$ cat src/rtl/pixel_dispatch_pkg.sv
// Shared definitions for the pixel dispatcher.
// Holds the row-to-solver mapping mode encodings and the control FSM state type.
package pixel_dispatch_pkg;

   localparam logic MODE_BROADCAST  = 1'b0;
   localparam logic MODE_INTERLEAVE = 1'b1;

   typedef enum logic [1:0] {
      IDLE = 2'd0,
      RUN  = 2'd1,
      DONE = 2'd2
   } state_t;

endpackage

$ cat src/rtl/pixel_dispatcher_wrap_counter.sv
// wrap_counter: up-counter that returns to zero after reaching a runtime limit.
// Ports:
//   clock, reset : posedge clock, synchronous active-high reset
//   clr          : force the count to zero (wins over inc)
//   inc          : advance by one
//   limit        : last value before wrapping (count range 0..limit)
//   count        : current value
//   at_limit     : count == limit
//   wrap         : inc while at_limit, i.e. the count returns to zero this cycle
module wrap_counter
   import pixel_dispatch_pkg::*;
#(
   parameter int WIDTH = 4
) (
   input  logic             clock,
   input  logic             reset,
   input  logic             clr,
   input  logic             inc,
   input  logic [WIDTH-1:0] limit,
   output logic [WIDTH-1:0] count,
   output logic             at_limit,
   output logic             wrap
);

   logic [WIDTH-1:0] count_q;
   logic [WIDTH-1:0] count_d;

   always_comb begin
      at_limit = (count_q == limit);
      wrap     = inc && at_limit;
      count_d  = count_q;
      if (clr) begin
         count_d = '0;
      end else if (inc) begin
         count_d = at_limit ? '0 : count_q + 1'b1;
      end
   end

   always_ff @(posedge clock) begin
      if (reset) begin
         count_q <= '0;
      end else begin
         count_q <= count_d;
      end
   end

   assign count = count_q;

endmodule

$ cat src/rtl/pixel_dispatcher.sv
// pixel_dispatcher: walks a runtime-sized frame and issues one beat per
// accepted valid/ready handshake to the solver array.
// Ports:
//   clock, reset           : posedge clock, synchronous active-high reset
//   start, abort           : frame control pulses
//   cfg_columns/rows/mode  : frame geometry and mapping mode, latched at start
//   out_valid, out_ready   : beat handshake
//   solver_id, solver_addr, pixel_x, pixel_y : beat payload
//   start_stream, end_line, end_stream       : beat framing flags
//   busy, done             : frame in progress / one-cycle completion pulse
// Scan order:
//   broadcast : for y, for solver, for x  (each row replayed to every solver)
//   interleave: for y, for x with solver = y mod NUM_SOLVERS
module pixel_dispatcher
   import pixel_dispatch_pkg::*;
#(
   parameter  int NUM_SOLVERS = 4,
   parameter  int MAX_COLUMNS = 1024,
   parameter  int MAX_ROWS    = 768,
   parameter  int ID_WIDTH    = 6,
   parameter  int ADDR_WIDTH  = 20,
   localparam int COL_W       = $clog2(MAX_COLUMNS + 1),
   localparam int ROW_W       = $clog2(MAX_ROWS + 1)
) (
   input  logic                  clock,
   input  logic                  reset,
   input  logic                  start,
   input  logic                  abort,
   input  logic [COL_W-1:0]      cfg_columns,
   input  logic [ROW_W-1:0]      cfg_rows,
   input  logic                  cfg_mode,
   output logic                  out_valid,
   input  logic                  out_ready,
   output logic [ID_WIDTH-1:0]   solver_id,
   output logic [ADDR_WIDTH-1:0] solver_addr,
   output logic [COL_W-1:0]      pixel_x,
   output logic [ROW_W-1:0]      pixel_y,
   output logic                  start_stream,
   output logic                  end_line,
   output logic                  end_stream,
   output logic                  busy,
   output logic                  done
);

   state_t                state_q, state_d;
   logic [COL_W-1:0]      cols_q, cols_d;
   logic [ROW_W-1:0]      rows_q, rows_d;
   logic                  mode_q, mode_d;
   logic [ADDR_WIDTH-1:0] line_base_q, line_base_d;

   logic [COL_W-1:0]      cols_clamped;
   logic [ROW_W-1:0]      rows_clamped;
   logic                  running;
   logic                  fire;
   logic                  cnt_clr;
   logic                  last_beat;

   logic [COL_W-1:0]      x_cnt;
   logic [ID_WIDTH-1:0]   s_cnt;
   logic [ROW_W-1:0]      y_cnt;
   logic                  x_last, s_last, y_last;
   logic                  x_wrap, s_wrap, y_wrap;
   logic                  y_inc;

   assign running = (state_q == RUN);
   // abort beats a coincident handshake, so the beat is never consumed
   assign fire    = running && out_ready && !abort;
   // counters sit at zero outside a frame so every restart is fresh
   assign cnt_clr = !running || abort;

   // solver index steps on every row segment end in both modes:
   // broadcast replays the row per solver, interleave moves to the next row
   // whose solver is the next one modulo NUM_SOLVERS
   assign y_inc = (mode_q == MODE_INTERLEAVE) ? x_wrap : s_wrap;

   wrap_counter #(.WIDTH(COL_W)) u_x_cnt (
      .clock    (clock),
      .reset    (reset),
      .clr      (cnt_clr),
      .inc      (fire),
      .limit    (cols_q - 1'b1),
      .count    (x_cnt),
      .at_limit (x_last),
      .wrap     (x_wrap)
   );

   wrap_counter #(.WIDTH(ID_WIDTH)) u_s_cnt (
      .clock    (clock),
      .reset    (reset),
      .clr      (cnt_clr),
      .inc      (x_wrap),
      .limit    (ID_WIDTH'(NUM_SOLVERS - 1)),
      .count    (s_cnt),
      .at_limit (s_last),
      .wrap     (s_wrap)
   );

   wrap_counter #(.WIDTH(ROW_W)) u_y_cnt (
      .clock    (clock),
      .reset    (reset),
      .clr      (cnt_clr),
      .inc      (y_inc),
      .limit    (rows_q - 1'b1),
      .count    (y_cnt),
      .at_limit (y_last),
      .wrap     (y_wrap)
   );

   assign last_beat = x_last && y_last && ((mode_q == MODE_INTERLEAVE) || s_last);

   always_comb begin
      cols_clamped = (cfg_columns > COL_W'(MAX_COLUMNS)) ? COL_W'(MAX_COLUMNS) : cfg_columns;
      rows_clamped = (cfg_rows > ROW_W'(MAX_ROWS)) ? ROW_W'(MAX_ROWS) : cfg_rows;
   end

   always_comb begin
      state_d = state_q;
      cols_d  = cols_q;
      rows_d  = rows_q;
      mode_d  = mode_q;
      case (state_q)
         IDLE: begin
            if (start) begin
               cols_d  = cols_clamped;
               rows_d  = rows_clamped;
               mode_d  = cfg_mode;
               state_d = ((cols_clamped == '0) || (rows_clamped == '0)) ? DONE : RUN;
            end
         end
         RUN: begin
            if (abort) begin
               state_d = IDLE;
            end else if (fire && last_beat) begin
               state_d = DONE;
            end
         end
         DONE:    state_d = IDLE;
         default: state_d = IDLE;
      endcase
   end

   // running row start address; a row step adds one frame width
   always_comb begin
      line_base_d = line_base_q;
      if (cnt_clr) begin
         line_base_d = '0;
      end else if (y_inc) begin
         line_base_d = line_base_q + ADDR_WIDTH'(cols_q);
      end
   end

   always_ff @(posedge clock) begin
      if (reset) begin
         state_q     <= IDLE;
         cols_q      <= '0;
         rows_q      <= '0;
         mode_q      <= MODE_BROADCAST;
         line_base_q <= '0;
      end else begin
         state_q     <= state_d;
         cols_q      <= cols_d;
         rows_q      <= rows_d;
         mode_q      <= mode_d;
         line_base_q <= line_base_d;
      end
   end

   // payload is a pure function of registered state, so it holds during stalls
   assign out_valid    = running;
   assign busy         = running;
   assign done         = (state_q == DONE);
   assign solver_id    = s_cnt;
   assign pixel_x      = x_cnt;
   assign pixel_y      = y_cnt;
   assign solver_addr  = line_base_q + ADDR_WIDTH'(x_cnt);
   assign start_stream = running && (x_cnt == '0) && (y_cnt == '0) && (s_cnt == '0);
   assign end_line     = running && x_last;
   assign end_stream   = running && last_beat;

endmodule

$ cat config.mk
export PLATFORM = sky130hd
export DESIGN_NAME = pixel_dispatcher
export DESIGN_NICKNAME = d
export VERILOG_FILES = /design/src/rtl/pixel_dispatch_pkg.sv /design/src/rtl/pixel_dispatcher_wrap_counter.sv /design/src/rtl/pixel_dispatcher.sv
export SDC_FILE = /design/constraint.sdc
export NUM_CORES = 1
export LEC_CHECK = 0
export CAP_MARGIN = 20
export CORE_MARGIN = 3
export CORE_UTILIZATION = 30
export CTS_BUF_LIST = sky130_fd_sc_hd__clkbuf_4
export DETAILED_ROUTE_END_ITERATION = 10
export PLACE_DENSITY_LB_ADDON = 0.15
export SETUP_SLACK_MARGIN = 0.4
export SYNTH_ARGS = -nofsm -noshare
export SYNTH_HDL_FRONTEND = slang
export SYNTH_SLANG_ARGS = --single-unit
export TNS_END_PERCENT = 50
$ cat constraint.sdc
create_clock -name clock -period 4 [get_ports clock]
set_input_delay 0.8 -clock clock [delete_from_list [all_inputs] [get_ports clock]]
set_output_delay 0.8 -clock clock [all_outputs]
set_load 0.005 [all_outputs]
==> reports/metrics.yaml <==
grt_antenna_before_repair: 1
postSynth.asyncResetShare_pct: 0
synth.avg_cell_area_um2: 7.880
post_drt_via_cell_ratio: 5.256
place.gp.congestion: 0.8872
clkLatencyLatePin_ps: 460
syn_to_final_growth_pct: 25.86
ir_drop_mv: 0.1354
layout_setup_ws_ps: 230.3
clkTransAtPathRegs_ps: 110
cts.sinks: 71
grt_util_met2_pct: 27.56
met1_usage_pct: 22.33
ys_seq_area_share_pct: 26.88
period_minus_slack_ps: 3770
syn_area_um2: 5288
wl_per_cell_um: 16.02
cts_tree: "built"
htreeDepth: 3
die_h_um: 138.8
finalSetupViolations: 0
yosysWarnings: 0
holdBufCountCts: 0
post-place-ws_ps: 300.4
first_iter_violations: 254
hold_class: "flop to flop"
wl_um: 15780
synth_top_area_cell: "dfxtp_1"
hold_viol_final: 0
die_area_um2: 19250
drv_slew: 0
use_met3_pct: 2.138
busiest_layer: "met2"
slew_headroom_pct: 39.01
max_cap_viol_count: 0
synth_top_area_share_pct: 26.88
syn_inst: 671
firstDrtPassIters: 5
fin_tns_setup_ps: 0
synth.top_cells.by_count: "dfxtp_1 (71), nor2_1 (71), nand2_1 (55), xnor2_1 (40), a21oi_1 (39)"
grt_start_max_net_pins: 27
syn_nets: 730
grt-ovfl-total: 0
fillers: 1739
grt_pass1_wl_um: 26660
synthFlopType: "dfxtp_1"
p_leak_uw: 0.002641
multi_input_area_um2: 3677
powerDensity_nw_per_um2: 204.2
die_x_um: 138.8
rsz0062_at_grt: "yes"
synth.distinct_cells: 76
synth.area.top_cells: "dfxtp_1 (27%), ha_1 (7.1%), xnor2_1 (6.6%)"
critical_path_required_ps: 3200
coreArea_um2: 16940
fmax_mhz: 265.3
finalPower_uw: 1359
first_global_vias: 5175
synth_edf_count: 0
io_pins: 80
cp.arrival_ps: 2970
row_count: 47
worstSetupPathType: "flop to output pin"
regArea_um2: 1441
grt_use_total_pct: 16.67
dp_hpwl_um: 12010
drive_above_1_share_pct: 13.29
post-route-period-util_pct: 94.24
cts_root_buf: "clkbuf_4"
crit_fanout: 9
cts_inserted_buffers: 9
io_buffer_count: 79
final_nets: 815
clock_skew_ps: 20.11
initial_utilization_pct: 31.22
status: "finished clean"
clockBufferDepth: 2
ant_nets: 0
worstMarginPinSlew_ps: 903.0
num_vias: 5177
cp-end-kind: "output pin"
drc: 0
ys_ff_latch: 71
startpoint_type: "flop"
critical path, cell delays in order, from the launching register on:
cell	delay, ps
dfxtp_2	380
inv_1	100
ha_2	240
o21ba_2	210
a221oi_1	330
a41o_1	180
o2111a_1	230
o21ai_1	130
nor2_1	200
clkdlybuf4s50_1	540
registers in the layout, indices dropped and copies added, names as in the netlist:
register       flops
cols_q            11
u_s_cnt.count      6
u_x_cnt.count     11
rows_q            10
u_y_cnt.count     10
state_q            2
mode_q             1
line_base_q       20
logic make-up (layout without fill, tap and decap cells):
| group | after synthesis | in the layout | synth area share [%] |
|---|---|---|---|
| other | 0 | 5 | 0 |
| adder cells (fa/ha/maj) | 32 | 32 | 7.856 |
| XOR/XNOR | 61 | 61 | 10.36 |
| multiplexers | 13 | 13 | 2.461 |
| AO/OA/AOI/OAI | 140 | 140 | 18.34 |
| buffers and inverters | 67 | 156 | 5.230 |
| flip-flops | 71 | 71 | 26.88 |
| AND/OR/NAND/NOR | 287 | 287 | 28.87 |
through the flow:
step | std cells | cell area [um^2] | hold WS [ps] | utilization [%]
after CTS | 972 | 6529 | 486.8 | 38.55
after floorplan | 671 | 5288 | 444.0 | -
after global placement | 949 | 6321 | 454.2 | 37.32
after global routing | 985 | 6655 | 508.7 | 39.30
after detailed placement | 949 | 6321 | 470.0 | 37.32
final | 985 | 6655 | 485.1 | 39.30
cells in the final DEF, fill, tap and decap left out, types with 25 or more instances in the layout:
master / netlist / layout
nand3_1: 26 / 25
nand2_1: 55 / 55
buf_4: 1 / 34
dfxtp_1: 71 / 61
xnor2_1: 40 / 40
ha_1: 30 / 27
inv_1: 27 / 26
clkdlybuf4s50_1: 0 / 66
a21oi_1: 39 / 38
nor2_1: 71 / 71
metal layers:
metal	part of all wire, %	wire length, um
met1	47	7459
met3	4.0	632
met5	0	0
met4	2.2	354
met2	46	7338
repair_timing:
item,in CTS,in global routing
gates cloned,0,0
setup endpoints to repair,16,16
buffers inserted,8,8
resized for setup,40,24
pin swaps,13,10
final cells by class:
type,instances,area share (%)
multi-input combinational,533,55.25
sequential,71,21.66
timing repair buffer,114,15.64
tap,220,4.136
inverter,27,1.523
clock buffer,13,1.466
antenna,5,0.1880
clock inverter,2,0.1316
power by group:
part	internal [uW]	leakage (uW)	total (uW)	switching, uW
clock	150	0.0000653	407	257
sequential	718	0.000580	737	19.1
combinational	106	0.00200	214	108
total	974	0.00264	1360	385
final timing paths:
kind	start	endpoint	slack [ps]	cells after the start
setup / recovery	cols_q[1]$_SDFFE_PP0P_	end_line	230	9
hold / removal	rows_q[9]$_SDFFE_PP0P_	rows_q[9]$_SDFFE_PP0P_	490	2
setup reg to reg	cols_q[1]$_SDFFE_PP0P_	state_q[0]$_SDFFE_PP0P_	970	10
hold reg to reg	rows_q[9]$_SDFFE_PP0P_	rows_q[9]$_SDFFE_PP0P_	490	2
Note: power is estimated with default switching activity, not from simulation.
